**src/rtl/i2c_pkg.sv**
```systemverilog
// Shared encodings for the byte-level I2C master: FSM states, quarter phases,
// byte indices, RW encoding and the latched request record.
package i2c_pkg;

    localparam logic [2:0] ST_IDLE      = 3'd0;
    localparam logic [2:0] ST_START     = 3'd1;
    localparam logic [2:0] ST_SEND_BIT  = 3'd2;
    localparam logic [2:0] ST_GET_ACK   = 3'd3;
    localparam logic [2:0] ST_RESTART   = 3'd4;
    localparam logic [2:0] ST_RECV_BIT  = 3'd5;
    localparam logic [2:0] ST_SEND_NACK = 3'd6;
    localparam logic [2:0] ST_STOP      = 3'd7;

    localparam logic [1:0] Q0 = 2'd0;
    localparam logic [1:0] Q1 = 2'd1;
    localparam logic [1:0] Q2 = 2'd2;
    localparam logic [1:0] Q3 = 2'd3;

    localparam logic [1:0] BYTE_ADDR = 2'd0;
    localparam logic [1:0] BYTE_REG  = 2'd1;
    localparam logic [1:0] BYTE_DATA = 2'd2;

    localparam logic RW_WRITE = 1'b0;
    localparam logic RW_READ  = 1'b1;

    typedef struct packed {
        logic       rw;
        logic [6:0] dev_addr;
        logic [7:0] reg_addr;
        logic [7:0] wr_data;
    } i2c_req_t;

    // On a read, the DATA slot carries the repeated address byte with R set.
    function automatic logic [7:0] tx_byte(input i2c_req_t req, input logic [1:0] idx);
        logic [7:0] result;
        case (idx)
            BYTE_ADDR: result = {req.dev_addr, RW_WRITE};
            BYTE_REG:  result = req.reg_addr;
            default:   result = (req.rw == RW_READ) ? {req.dev_addr, RW_READ} : req.wr_data;
        endcase
        return result;
    endfunction

endpackage

```
**src/rtl/i2c_tick_gen.sv**
```systemverilog
// Quarter-period tick generator: one-cycle pulse every CLK_DIV clocks,
// held at zero while restart is asserted.
module i2c_tick_gen #(
    parameter int CLK_DIV = 125
) (
    input  logic i_clk,
    input  logic i_rst_n,
    input  logic i_restart,
    output logic o_tick
);

    localparam int CW = (CLK_DIV > 2) ? $clog2(CLK_DIV) : 1;
    localparam logic [CW-1:0] LAST = CW'(CLK_DIV - 1);

    logic [CW-1:0] r_cnt;

    always_ff @(posedge i_clk or negedge i_rst_n) begin
        if (!i_rst_n) begin
            r_cnt <= '0;
        end else if (i_restart || (r_cnt == LAST)) begin
            r_cnt <= '0;
        end else begin
            r_cnt <= r_cnt + 1'b1;
        end
    end

    assign o_tick = !i_restart && (r_cnt == LAST);

endmodule

```
**src/rtl/i2c_main_sm.sv**
```systemverilog
// Byte-level I2C master: runs one register write or register read per START,
// driving open-drain SCL/SDA in four quarter-period phases per bit.
module i2c_main_sm
    import i2c_pkg::*;
#(
    parameter int CLK_DIV = 125
) (
    input  logic       i_clk,
    input  logic       i_rst_n,
    input  logic       i_start,
    input  logic       i_rw,
    input  logic [6:0] i_dev_addr,
    input  logic [7:0] i_reg_addr,
    input  logic [7:0] i_wr_data,
    output logic       o_busy,
    output logic [7:0] o_rd_data,
    output logic       o_ack_err,
    input  logic       i_sda_in,
    output logic       o_scl_oe,
    output logic       o_sda_oe
);

    logic [2:0] r_state;
    logic [1:0] r_phase;
    logic [2:0] r_bit;
    logic [1:0] r_byte;
    i2c_req_t   r_req;
    logic       r_nack;
    logic [7:0] r_rx;
    logic [7:0] r_rd_data;
    logic       r_ack_err;
    logic       r_armed;

    logic       w_tick;
    logic       w_accept;
    logic [7:0] w_tx_byte;
    logic       w_tx_bit;
    logic       w_scl_oe;
    logic       w_sda_oe;

    i2c_tick_gen #(.CLK_DIV(CLK_DIV)) u_tick (
        .i_clk     (i_clk),
        .i_rst_n   (i_rst_n),
        .i_restart (r_state == ST_IDLE),
        .o_tick    (w_tick)
    );

    // A START still high when the engine returns to IDLE must drop once first.
    assign w_accept  = (r_state == ST_IDLE) && i_start && r_armed;
    assign w_tx_byte = tx_byte(r_req, r_byte);
    assign w_tx_bit  = w_tx_byte[r_bit];

    always_ff @(posedge i_clk or negedge i_rst_n) begin
        if (!i_rst_n) begin
            r_state   <= ST_IDLE;
            r_phase   <= Q0;
            r_bit     <= 3'd7;
            r_byte    <= BYTE_ADDR;
            r_req     <= '0;
            r_nack    <= 1'b0;
            r_rx      <= 8'h00;
            r_rd_data <= 8'h00;
            r_ack_err <= 1'b0;
            r_armed   <= 1'b1;
        end else begin
            if (w_accept) begin
                r_armed <= 1'b0;
            end else if (!i_start) begin
                r_armed <= 1'b1;
            end

            if (w_accept) begin
                r_req     <= '{rw: i_rw, dev_addr: i_dev_addr, reg_addr: i_reg_addr, wr_data: i_wr_data};
                r_ack_err <= 1'b0;
                r_state   <= ST_START;
                r_phase   <= Q0;
            end else if (w_tick) begin
                if (r_phase == Q1 && r_state == ST_GET_ACK) begin
                    r_nack <= i_sda_in;
                end
                if (r_phase == Q1 && r_state == ST_RECV_BIT) begin
                    r_rx <= {r_rx[6:0], i_sda_in};
                end
                r_phase <= r_phase + 2'd1;

                if (r_phase == Q3) begin
                    case (r_state)
                        ST_START: begin
                            r_state <= ST_SEND_BIT;
                            r_byte  <= BYTE_ADDR;
                            r_bit   <= 3'd7;
                        end
                        ST_RESTART: begin
                            r_state <= ST_SEND_BIT;
                            r_byte  <= BYTE_DATA;
                            r_bit   <= 3'd7;
                        end
                        ST_SEND_BIT: begin
                            if (r_bit == 3'd0) begin
                                r_state <= ST_GET_ACK;
                            end else begin
                                r_bit <= r_bit - 3'd1;
                            end
                        end
                        ST_GET_ACK: begin
                            r_bit <= 3'd7;
                            if (r_nack) begin
                                r_ack_err <= 1'b1;
                                r_state   <= ST_STOP;
                            end else begin
                                case (r_byte)
                                    BYTE_ADDR: begin
                                        r_state <= ST_SEND_BIT;
                                        r_byte  <= BYTE_REG;
                                    end
                                    BYTE_REG: begin
                                        if (r_req.rw == RW_READ) begin
                                            r_state <= ST_RESTART;
                                        end else begin
                                            r_state <= ST_SEND_BIT;
                                            r_byte  <= BYTE_DATA;
                                        end
                                    end
                                    default: begin
                                        r_state <= (r_req.rw == RW_READ) ? ST_RECV_BIT : ST_STOP;
                                    end
                                endcase
                            end
                        end
                        ST_RECV_BIT: begin
                            if (r_bit == 3'd0) begin
                                r_state   <= ST_SEND_NACK;
                                r_rd_data <= r_rx;
                            end else begin
                                r_bit <= r_bit - 3'd1;
                            end
                        end
                        ST_SEND_NACK: r_state <= ST_STOP;
                        default:      r_state <= ST_IDLE;
                    endcase
                end
            end
        end
    end

    // Line drive per state and quarter; SDA only ever changes while SCL is low,
    // except inside the S/Sr/P conditions.
    always_comb begin
        w_scl_oe = 1'b0;
        w_sda_oe = 1'b0;
        case (r_state)
            ST_START: begin
                w_scl_oe = (r_phase == Q3);
                w_sda_oe = (r_phase == Q2) || (r_phase == Q3);
            end
            ST_RESTART: begin
                w_scl_oe = (r_phase == Q0) || (r_phase == Q3);
                w_sda_oe = (r_phase == Q2) || (r_phase == Q3);
            end
            ST_SEND_BIT: begin
                w_scl_oe = (r_phase == Q0) || (r_phase == Q3);
                w_sda_oe = !w_tx_bit;
            end
            ST_GET_ACK, ST_RECV_BIT, ST_SEND_NACK: begin
                w_scl_oe = (r_phase == Q0) || (r_phase == Q3);
            end
            ST_STOP: begin
                w_scl_oe = (r_phase == Q0);
                w_sda_oe = (r_phase == Q0) || (r_phase == Q1);
            end
            default: begin
                w_scl_oe = 1'b0;
                w_sda_oe = 1'b0;
            end
        endcase
    end

    assign o_busy    = (r_state != ST_IDLE);
    assign o_rd_data = r_rd_data;
    assign o_ack_err = r_ack_err;
    assign o_scl_oe  = w_scl_oe;
    assign o_sda_oe  = w_sda_oe;

endmodule
```
**config.mk**
```make
export PLATFORM = sky130hd
export DESIGN_NAME = i2c_main_sm
export DESIGN_NICKNAME = d
export VERILOG_FILES = /design/src/rtl/i2c_pkg.sv /design/src/rtl/i2c_tick_gen.sv /design/src/rtl/i2c_main_sm.sv
export SDC_FILE = /design/constraint.sdc
export NUM_CORES = 1
export LEC_CHECK = 0
export CORE_MARGIN = 2
export CORE_UTILIZATION = 55
export CTS_CLUSTER_SIZE = 14
export DETAILED_ROUTE_END_ITERATION = 8
export PLACE_DENSITY = 0.87
export SLEW_MARGIN = 40
export SYNTH_ARGS = -nofsm -noshare
export SYNTH_HDL_FRONTEND = slang
export SYNTH_SLANG_ARGS = --single-unit
```
**constraint.sdc**
```tcl
create_clock -name i_clk -period 2.4 [get_ports i_clk]
set_input_delay 0.24 -clock i_clk [delete_from_list [all_inputs] [get_ports i_clk]]
set_output_delay 0.24 -clock i_clk [all_outputs]
set_load 0.02 [all_outputs]
```
==> results of run 1 <==
## synthesized netlist by cell type, types with 2 or more instances
cell      number  area (µm²)
buf_6          3        33.8
mux2_4        16         240
nand3_1        5        25.0
xnor2_1        3        26.3
nand3_2        2        20.0
or3_1          2        12.5
clkbuf_1       3        11.3
buf_2          5        25.0
o211ai_1       2        15.0
and2_1         3        18.8
nor2b_1        3        18.8
nand4_1        3        18.8
dfrtp_1       56        1400
a21oi_1       10        50.1
ha_1           8         100
nand2b_1       2        12.5
mux2i_1       12         120
mux4_2         2        45.0
mux2_2        28         315
nor3_1         2        10.0
nand3b_1       3        22.5
inv_1          9        33.8
nor2_1        19        71.3
nand2_1       13        48.8
and3_1         4        25.0
o21ai_0        9        45.0
xor2_1         3        26.3
dfstp_2        4         105
## power groups by stage
stage	sequential, µW	combinational [µW]	clock [µW]
after global routing	1010	78.8	1030
after CTS	1020	73.4	980
final	1020	71.0	957
after detailed placement	1030	71.9	0
after floorplan	1030	3.00	0
after global placement	1030	70.8	0
## cell families after synthesis
group | count (synthesis) | share of synthesized area
compound gates | 33 | 0.0700
flops | 60 | 0.479
xor+xnor | 6 | 0.0167
mux | 59 | 0.237
buf+inv | 22 | 0.0441
fa+ha+maj | 8 | 0.0318
simple gates | 70 | 0.121
## cell usage in the layout (no fill, tap or decap), drive strengths merged, types with 4 or more instances in the layout
cell / count
clkdlybuf4s50: 36
dfstp: 4
mux2i: 12
buf: 11
ha: 8
nor2: 20
inv: 9
dfrtp: 56
and3: 4
clkbuf: 10
nand2: 13
mux2: 44
o21ai: 9
nand3: 7
a21oi: 10
## through the flow
stage | area (µm²) | power (µW) | setup WS (ns)
CTS | 3820 | 2070 | 0.0847
floorplan | 3150 | 1040 | 0.626
global placement | 3610 | 1100 | 0.0898
detailed placement | 3610 | 1110 | 0.0251
finish | 3820 | 2040 | 0.110
global route | 3820 | 2120 | 0.00311
## flip-flops by register name, indices dropped and copies added (netlist names)
register and count:
o_ack_err 1, o_rd_data 8, r_armed 1, r_bit 3
r_byte 2, r_nack 1, r_phase 2, r_req 24
r_rx 8, r_state 3, u_tick.r_cnt 7
## worst paths after layout
check                                       from                    end  depth (start not counted)
max in group asynchronous                i_rst_n    r_armed$_DFFE_PN1P_                          3
min in group asynchronous                i_rst_n  r_req[20]$_DFFE_PN0P_                          2
hold / removal                           i_start    r_armed$_DFFE_PN1P_                          2
setup reg to reg            r_bit[0]$_DFFE_PN1P_   r_bit[2]$_DFFE_PN1P_                          7
setup / recovery           r_byte[0]$_DFFE_PN0P_               o_sda_oe                          6
hold reg to reg              r_armed$_DFFE_PN1P_    r_armed$_DFFE_PN1P_                          2
## per-layer routing
metal / wire (µm) / GRT usage
met1: 2730 / 0.289
met3: 222 / 0.0566
met4: 112 / 0.0897
met2: 2710 / 0.317
met5: 0 / 0
## cell type report
class | instances | area, µm²
inverters | 9 | 33.8
clock buffers | 10 | 128
well taps | 72 | 90.1
multi-input cells | 176 | 1500
repair buffers | 49 | 484
flip-flops and latches | 60 | 1510
fillers | 402 | 1680
clock inverters | 5 | 77.6
## what timing repair did
item | CTS | global route
buffers inserted | 0 | 0
endpoints found under the hold margin | 20 | 0
pin swaps | 0 | 0
hold buffers | 1 | 0
gates resized for setup | 5 | 2
setup endpoints to repair | 2 | 1
==> reports/qor.txt, run 1 <==
Status: completed
Unrepaired setup endpoints after global routing: false
Clock latency on the worst-skew pair: 0.34 ns
Switch Pwr: 411 µW
Worst Path Arrival: 2.05 ns
DR WL/cell: 15.2 µm
Clock-pin slew on the worst setup and hold paths: 0.07 ns
# Max-Cap Violations: 0
Max IR drop VDD: 0.410 mV
Global placer's final weighted congestion: 0.859
Drt total wl: 5.78 mm
Slew @ Worst Pin: 0.564 ns
Power Internal: 1630 µW
Max frequency: 437 MHz
CP Launch Type: flip-flop
Crit path max-delay family: multiplexers
Final hold slack: 0.410 ns
Endpoint class of the critical path: output pin
Buffers added on ports: 39
Core ar.: 5510 µm²
Minimum clock period: 2.29 ns
Final hold violations: 0
Drt via density: 5.50
Fin crit share: 0.954
Setup tns final: 0 ns
Cells after Synth: 258
Final Max Tran Viols: 0
Final net count: 341
Via count: 2095
Site row count: 27
Switching Share: 0.201
Ant. Diodes: 0
Crit path buffers/inverters: 1
Post-synth EDFFs: 0
Root Buffer: clkbuf_8
Cell Count, Final, Fillers Out: 381
Clock power frac: 0.468
Vias in the first global route: 2046
Crit Path Class: reg -> out
CP cell instances: mux4_1, mux2i_1, or3_1, nand4_1, o221ai_2, buf_4
Mapped Area: 3150 µm²
Initial Utilization: 0.571
Comb power frac: 0.035
CP max-delay cell: mux4_1
DIE HEIGHT: 79.6 µm
Largest net degree at the start of global routing: 38
Netlist cell types: 52
TritonCTS Sinks: 60
Hold Crit Class: in -> reg
FF+latch count, synth: 60
Routed Antenna Nets: 0
Post-Route Utilization: 0.694
Worst Path Max Fanout: 3
Total die area: 6340 µm²
Sequential share of power: 0.497
H-tree depth: 3
Slew HR: 0.624
DRT Pass-1 Iters: 4
Ys flop type: dfrtp_1
Seq/Total Area, Yosys: 0.479
I/O pin count: 40
Die width: 79.6 µm
PD cells: 534 nW/µm²
Aggregate global routing overflow: 0
TritonCTS clock tree: built
Required time of the critical path: 2.16 ns
Layout cell share with drive strength beyond 1: 0.275
Detailed Place HPWL: 4.27 mm
Final setup violation count: 0
Initial antenna violation count: 0
Leakage: 0.00173 µW
Max stage delay on crit path: 0.56 ns
Clock skew: 0.00780 ns
Global-route wire length before repair: 9.94 mm
Yosys warns: 0
Syn-to-layout area delta: 21.5%
Num CTS Buffers: 9
Post-Syn Area per Cell: 12.2 µm²
R2R Setup Slk: 0.44 ns
Residual DRC: 0
Placed Instances: 365
Post-Syn Nets: 294
DR iter-0 viols: 179
Total GRT Usage: 0.211
Ys async rst share: 1.00
Max Root-Sink Buffers: 2
Power figures use the tool's default switching activity.
==> inputs of run 2 (changes only) <==
SLEW_MARGIN = 20   (was 40)
==> results of run 2 <==
Same layout as run 1: the final DEF is identical, and so are final timing and power.
==> inputs of run 3 (changes only) <==
CORE_UTILIZATION = 50   (was 55)
PLACE_DENSITY = 0.84   (was 0.87)
clock period = 2.07 ns   (was 2.4 ns; I/O delays follow)
==> run 3 against run 2 <==
Compared with the run above:
- the flow now finishes with violations (setup timing)
- highest routed layer unchanged
- via count up 5.2%
- clock skew down 0.0024 ns
- critical path type unchanged
- flip-flop and latch count unchanged
==> reports/qor.txt, run 3 (synthesis results as in run 1) <==
Status: finished, violations left
Violated checks: setup timing
Worst Path Max Fanout: 2
Most frequent cells in the layout: 56 x dfrtp_1, 35 x clkdlybuf4s50_1, 28 x mux2_2, 25 x buf_4, 18 x nor2_1
Final Worst Setup Slack: -0.131 ns
Final Instance Area: 3980 µm²
Worst Path Arrival: 1.99 ns
I/O pin count: 40
Slew HR: 0.760
Initial Utilization: 0.525
Final setup violation count: 1
Leakage: 0.00183 µW
Clock skew: 0.00536 ns
Buffers added on ports: 39
Vias in the first global route: 2284
Drt total wl: 6.16 mm
Minimum clock period: 2.20 ns
DRT Pass-1 Iters: 4
Final hold violations: 0
Max Root-Sink Buffers: 2
Max FFs per register: 24
Total GRT Usage: 0.194
Total die area: 6940 µm²
DR WL/cell: 15.2 µm
Max frequency: 454 MHz
Unrepaired setup endpoints after global routing: true
Clock-pin slew on the worst setup and hold paths: 0.06 ns
Hold Crit Class: in -> reg
Largest net degree at the start of global routing: 61
Crit Path Class: reg -> out
Drt via density: 5.45
Final net count: 360
Fillers: 441
Aggregate global routing overflow: 0
Placed Area: 3740 µm²
Cell Count, Final, Fillers Out: 404
Routed Antenna Nets: 0
CP Launch Type: flip-flop
CP cell instances: mux4_2, mux2i_1, or3_1, nand4_1, o221ai_2, buf_4
Via count: 2203
Root Buffer: clkbuf_8
Core ar.: 5990 µm²
Final hold slack: 0.380 ns
DIE HEIGHT: 83.3 µm
CP max-delay cell: mux4_2
Final Max Tran Viols: 0
Die width: 83.3 µm
Slew @ Worst Pin: 0.359 ns
PD cells: 555 nW/µm²
Max IR drop VDD: 0.320 mV
Most common cell after layout, fill and taps aside: dfrtp_1
Endpoint class of the critical path: output pin
Most flops, register: r_req
DR iter-0 viols: 133
Site row count: 28
H-tree depth: 3
Num CTS Buffers: 9
Placed Instances: 383
Ant. Diodes: 0
Global-route wire length before repair: 10.6 mm
Clock latency on the worst-skew pair: 0.33 ns
Post-Route Utilization: 0.665
Residual DRC: 0
TritonCTS Sinks: 60
Syn-to-layout area delta: 26.5%
Initial antenna violation count: 0
# Max-Cap Violations: 0
Required time of the critical path: 1.86 ns
TritonCTS clock tree: built
Detailed Place HPWL: 4.46 mm
Global placer's final weighted congestion: 0.880
Max stage delay on crit path: 0.52 ns
Layout cell share with drive strength beyond 1: 0.322
Fin crit share: 1.06
[run 3: changes by cell type in the layout (fill, tap and decap cells not counted), moves of 2 or more]
| cell | change |
|---|---|
| clkbuf_1 | +2 |
| buf_6 | +2 |
| bufinv_16 | -2 |
| clkbuf_8 | +3 |
| buf_4 | +17 |
[run 3: final timing paths]
path / from / endpoint / cells past startpoint / slack, ns
worst min-delay path: i_start / r_armed$_DFFE_PN1P_ / 2 / 0.38
max in group asynchronous: i_rst_n / r_bit[0]$_DFFE_PN1P_ / 3 / 1.35
worst max-delay path: r_req[23]$_DFFE_PN0P_ / o_sda_oe / 6 / -0.13
worst min register to register: r_armed$_DFFE_PN1P_ / r_armed$_DFFE_PN1P_ / 2 / 0.46
min in group asynchronous: i_rst_n / o_rd_data[4]$_DFFE_PN0P_ / 3 / 0.40
worst max register to register: r_state[2]$_DFFE_PN0P_ / r_req[23]$_DFFE_PN0P_ / 6 / 0.11
[run 3: power breakdown]
| part | internal, µW | switching, µW | total [µW] |
|---|---|---|---|
| clock network | 532 | 416 | 948 |
| registers | 1180 | 2.11 | 1180 |
| logic | 51.0 | 31.6 | 82.5 |
[run 3: layer usage]
| layer | vias to the layer above | GRT usage | share of wire |
|---|---|---|---|
| li1 | 1046 | - | - |
| met1 | 1081 | 0.243 | 0.45 |
| met4 | 0 | 0.0894 | 0.025 |
| met5 | - | 0 | 0 |
| met2 | 60 | 0.309 | 0.48 |
| met3 | 16 | 0.0567 | 0.049 |
[run 3: cell type report]
cell class | count | area (µm²) | share of cell area
Clock inverter | 1 | 5.00 | 0.00126
Inverter | 9 | 33.8 | 0.00849
Timing Repair Buffer | 68 | 644 | 0.162
Tap cell | 75 | 93.8 | 0.0236
Clock buffer | 15 | 176 | 0.0443
Multi-Input combinational cell | 176 | 1520 | 0.382
Sequential cell | 60 | 1510 | 0.378
[run 3: through the flow]
stage / total power (µW) / worst slack, ns / setup TNS [ns]
finish: 2210 / -0.131 / -0.131
global route: 2300 / -0.241 / -0.241
CTS: 2240 / -0.152 / -0.152
detailed placement: 1280 / -0.230 / -0.230
global placement: 1280 / -0.191 / -0.191
floorplan: 1200 / 0.301 / 0
[run 3: what timing repair did]
item / CTS / global route
endpoints found under the setup margin: 3 / 5
hold buffers: 1 / 0
hold endpoints to repair: 56 / 0
pin swaps: 0 / 2
setup buffers: 3 / 1
resized for setup: 10 / 8
[run 3: critical path, delay by kind of cell (launching register included)]
family | cells | cell delay, ns
compound gates | 1 | 0.22
flops | 1 | 0.41
simple gates | 2 | 0.20
mux | 2 | 0.65
buf+inv | 1 | 0.18
==> patch 1, RTL diff (flow settings as in run 1) <==
Make the reset (`i_rst_n`) synchronous in 2 clocked blocks.
--- a/src/rtl/i2c_tick_gen.sv
+++ b/src/rtl/i2c_tick_gen.sv
@@ -14,7 +14,7 @@
 
     logic [CW-1:0] r_cnt;
 
-    always_ff @(posedge i_clk or negedge i_rst_n) begin
+    always_ff @(posedge i_clk) begin
         if (!i_rst_n) begin
             r_cnt <= '0;
         end else if (i_restart || (r_cnt == LAST)) begin
--- a/src/rtl/i2c_main_sm.sv
+++ b/src/rtl/i2c_main_sm.sv
@@ -50,7 +50,7 @@
     assign w_tx_byte = tx_byte(r_req, r_byte);
     assign w_tx_bit  = w_tx_byte[r_bit];
 
-    always_ff @(posedge i_clk or negedge i_rst_n) begin
+    always_ff @(posedge i_clk) begin
         if (!i_rst_n) begin
             r_state   <= ST_IDLE;
             r_phase   <= Q0;
Behaviour: differs if i_rst_n is asserted again (counterexample within 4 cycles, from zero or initial values and one cycle with i_rst_n low); with i_rst_n held inactive, the same outputs for 10 cycles.
==> patch 1 against run 1 <==
Setup slack worse by 39 ps. Count of clock-buffer cells in the layout up 1. Cell count up 20%. Register-to-register slack better by 40 ps. Via count up 22%. Synthesized area down 8.3%. Critical path depth unchanged. Wire length up 13%. Worst hold slack better by 28 ps. Sequential cell count unchanged. Final area down 5.7%. Critical path type unchanged.
Power is not compared: it rests on default switching activity, and its combinational part moved more than twofold at a synthesized area within 25%.
==> patch 1: results (changes against run 1) <==
[critical_path]
cp_top_family = multiplexers
critPathSlowestCell = mux4_2
critical_path_arrival_ps = 2090  ; +40 ps
worst-path-buf-inv = 2  ; +1
cpPeakStageDelay_ps = 460  ; -100 ps
crit_fanout = 7  ; +4

[clock_tree]
cts_setup_buffers = 0  ; unchanged
cts_made_buffers = 9  ; unchanged
cts_resized = 8  ; +3
worstSkewPairLatency_ps = 340  ; about the same

[cells_and_area]
nNonClkInverters = 12  ; +3
drive_above_1_share_pct = 13.21  ; -14 points
nets = 418  ; +23%
num-clock-buffers = 11  ; +1
n_all_buffers = 54  ; +10%
top_register = r_req
fillerInstances = 395  ; -1.7%
antennaDiodeCount = 0  ; unchanged
multi_input_area_um2 = 1564  ; +4.1%
nMultiInputCombCells = 245  ; +39%
sh_seq_area_pct = 33.47  ; -5.9 points
bufAreaShareNonClock_pct = 13.89  ; +1.2 points
clkCellAreaFrac_pct = 5.556  ; +0.19 points

[global_route]
grt_pass1_wl_mm = 10.98  ; +10%
grt_util_met3_pct = 7.701  ; +2.0 points
grt_usage_pct = 23.67  ; +2.6 points
grt_max_degree = 27  ; -29%
grt.met2_usage_pct = 39.65  ; +8.0 points
grt_pass1_vias = 2509  ; +23%
met1_usage_pct = 27.33  ; -1.6 points

[logic_synthesis]
ys_top_cells_by_area = dfxtp_1, nand2_1, mux2i_1, a21oi_1, mux4_2
ys_seq_area_share_pct = 41.63  ; -6.2 points
async_flop_share_pct = 0  ; -100 points
ys_ff_latch = 60  ; unchanged
ys_warn_count = 0  ; unchanged
synth_common_cells = nand2_1, dfxtp_1, a21oi_1
syn-num-nets = 369  ; +26%
synth_ff_type = dfxtp_1
synthDistinctLibCells = 51  ; -1.9%

[drt]
drt-initial-drc-count = 99  ; -45%
dr_total_vias = 2559  ; +22%
route.met2.wl_mm = 3.220  ; +19%
wl_met1_mm = 2.808  ; +2.9%
routed_wl_mm = 6.520  ; +13%
routed-wl-met3_um = 376  ; +69%

[placed_design]
hpwl_mm = 4.608  ; +7.9%
routabilityCongestion = 0.8653  ; +0.70%

[timing]
clock_skew_ps = 4.442  ; -3.356 ps
slew_headroom_pct = 61.34  ; -1.0 points

[outcome]
outcome = finished clean

[pwr]
ir_drop_uv = 491.2

patch 1: changes by cell type after synthesis, moves of 9 or more:
cell | before | now
a21oi_1 | 10 | 30
dfrtp_1 | 56 | 0
dfxtp_1 | 0 | 60
mux2_2 | 28 | 0
mux2_4 | 16 | 0
mux2i_1 | 12 | 21
nand2_1 | 13 | 64
nor2_1 | 19 | 28
patch 1: power by group through the flow:
stage               combinational [mW]  clock [mW]  sequential [mW]
floorplan                        0.120           0             1.06
global placement                 0.198           0             1.07
detailed placement               0.203           0             1.07
CTS                              0.203       0.927             1.05
global route                     0.226       0.959             1.05
finish                           0.202       0.917             1.05
patch 1: cells by family (layout without fill, tap and decap cells):
logic type	count (synthesis)	count (layout)	synth area share (%)
AOI/OAI and AO/OA	65	65	14.05
xor gates and xnor gates	5	5	1.518
buffers and inverters	28	81	4.163
muxes	26	26	11.19
and+or+nand+nor	141	141	23.98
adders and majority gates	8	8	3.469
DFF	60	60	41.63
patch 1: stage by stage:
| step | hold slack (ps) | area, um2 | cells | setup WS (ps) |
|---|---|---|---|---|
| after detailed placement | 451.7 | 3401 | 441 | -7.464 |
| after floorplan | 311.8 | 2885 | 333 | 386.9 |
| after global placement | 440.6 | 3401 | 441 | 48.16 |
| after global routing | 437.0 | 3603 | 456 | 12.38 |
| final | 437.6 | 3603 | 456 | 70.52 |
| after CTS | 427.1 | 3600 | 456 | 76.75 |
patch 1: path summary, 6_finish.rpt:
check | from | endpoint | slack (ps) | cells after the start
worst min register to register | r_req[5] | r_req[5] | 460 | 2
worst max-delay path | r_byte[0] | o_sda_oe | 70 | 6
worst max register to register | r_bit[1] | r_bit[1] | 480 | 8
worst min-delay path | i_start | r_armed | 440 | 2
==> patch 2, RTL diff (settings of run 1) <==
Made on the original files. `CLK_DIV` is set to 125 in 2 places; all go to 250.
--- a/src/rtl/i2c_tick_gen.sv
+++ b/src/rtl/i2c_tick_gen.sv
@@ -1,7 +1,7 @@
 // Quarter-period tick generator: one-cycle pulse every CLK_DIV clocks,
 // held at zero while restart is asserted.
 module i2c_tick_gen #(
-    parameter int CLK_DIV = 125
+    parameter int CLK_DIV = 250
 ) (
     input  logic i_clk,
     input  logic i_rst_n,
--- a/src/rtl/i2c_main_sm.sv
+++ b/src/rtl/i2c_main_sm.sv
@@ -3,7 +3,7 @@
 module i2c_main_sm
     import i2c_pkg::*;
 #(
-    parameter int CLK_DIV = 125
+    parameter int CLK_DIV = 250
 ) (
     input  logic       i_clk,
     input  logic       i_rst_n,
Formal check against the unedited RTL: same outputs for any inputs over 10 cycles, from zero or initial values and one cycle with i_rst_n low; that may be too few to reach the edited logic, so the function may still have changed.
==> patch 2 against run 1 <==
Final area decreased by 0.88%. First-iteration DRC count decreased by 17%. Critical path depth decreased by 1. Count of clock-buffer cells in the layout decreased by 1. Setup slack got worse by 24 ps. Sequential cell count increased by 1. Synthesized area decreased by 3.1%. Global-route usage increased by 0.54 points. Die area decreased by 3.0%. Wire length increased by 2.1%. Register-to-register slack got worse by 30 ps. Via count increased by 2.6%. Non-clock buffer count increased by 3.
Power is not compared: it rests on default switching activity, and its combinational part moved more than twofold at a synthesized area within 25%.
==> patch 2: results (changes against run 1) <==
[outcome]
outcome = finished clean

[logic_synthesis]
ys_seq_area_share_pct = 50.23  ; +2.4 points
syn-instance-count = 261  ; +1.2%
synthDistinctLibCells = 51  ; -1.9%
synth_common_cells = dfrtp_1, mux2_2, nor2_1
ys_top_cells_by_area = dfrtp_1, mux2_2, dfstp_2, ha_1, nor2_1
syn-num-nets = 297  ; +1.0%

[global_route]
met1_usage_pct = 28.24  ; -0.65 points
grt_util_met3_pct = 6.322  ; +0.67 points
grt_max_degree = 62  ; +63%
grt_usage_pct = 21.64  ; +0.54 points
grt_pass1_wl_mm = 10.33  ; +3.9%
grt.met2_usage_pct = 34.91  ; +3.2 points
grt_pass1_vias = 2224  ; +8.7%

[cells_and_area]
top_register = r_req
bufAreaShareNonClock_pct = 13.18  ; +0.51 points
n_all_buffers = 52  ; +6.1%
multi_input_area_share_pct = 37.52  ; -1.8 points
multi_input_area_um2 = 1421  ; -5.4%
nMultiInputCombCells = 179  ; +1.7%
nets = 347  ; +1.8%
fillerInstances = 397  ; -1.2%
nNonClkInverters = 8  ; -1
num-clock-buffers = 9  ; -1
clkCellAreaFrac_pct = 5.647  ; +0.28 points
sh_seq_area_pct = 40.49  ; +1.1 points
drive_above_1_share_pct = 28.16  ; +0.66 points

[placed_design]
routabilityCongestion = 0.8492  ; -1.2%
pre_cts_ws_ps = -4.681  ; -29.81 ps
hpwl_mm = 4.074  ; -4.6%
post-place-cells = 371  ; +1.6%
dpl_cell_area_um2 = 3553  ; -1.6%

[clock_tree]
htreeDepth = 3  ; unchanged
cts_setup_buffers = 0  ; unchanged
clock_sinks = 61  ; +1.7%

[drt]
drt-initial-drc-count = 148  ; -17%
dr_total_vias = 2149  ; +2.6%
routed-wl-met3_um = 226  ; +1.8%
routed_wl_mm = 5.903  ; +2.1%
wl_met1_mm = 2.695  ; -1.3%
route.met2.wl_mm = 2.883  ; +6.3%

[timing]
worst_slack_ps = 85.34  ; -24.23 ps
worst_slew_pin_slew_ps = 539.9  ; -24.37 ps
whs_ps = 407.2  ; -2.642 ps
clock_skew_ps = 6.509  ; -1.289 ps

[critical_path]
r2r_slack_ps = 410  ; -30 ps
critical_path_arrival_ps = 2070  ; +20 ps
reg2reg_to = r_state[0]

## patch 2: changes by cell type in the layout (fill, tap and decap cells not counted), moves of 3 or more
cell and change:
nand3b_1 -3, mux2_4 -16, nand2_1 -3, and3_1 -3
and2_1 -3, mux2i_1 -4, mux2_2 +16, a211o_1 +3
## patch 2: cell families (layout without fill, tap and decap cells)
kind of cell / after synthesis / after routing / synth area share (%)
flip-flops: 61 / 61 / 50.23
AO/OA/AOI/OAI: 45 / 45 / 9.479
adder cells (fa/ha/maj): 8 / 8 / 3.283
buffers and inverters: 21 / 76 / 3.406
AND/OR/NAND/NOR: 65 / 65 / 11.61
XOR/XNOR: 7 / 7 / 2.011
multiplexers: 54 / 54 / 19.98
## patch 2: critical path, cell delays in order (launching register included)
cell	delay, ps
dfstp_2	560
mux2_2	340
o22ai_1	180
nor4b_1	70
o41ai_1	360
buf_2	230
## patch 2: repair_timing
action	CTS	global route
setup endpoints to repair	1	3
gates resized for setup	5	5
endpoints found under the hold margin	0	10
hold buffers	0	1
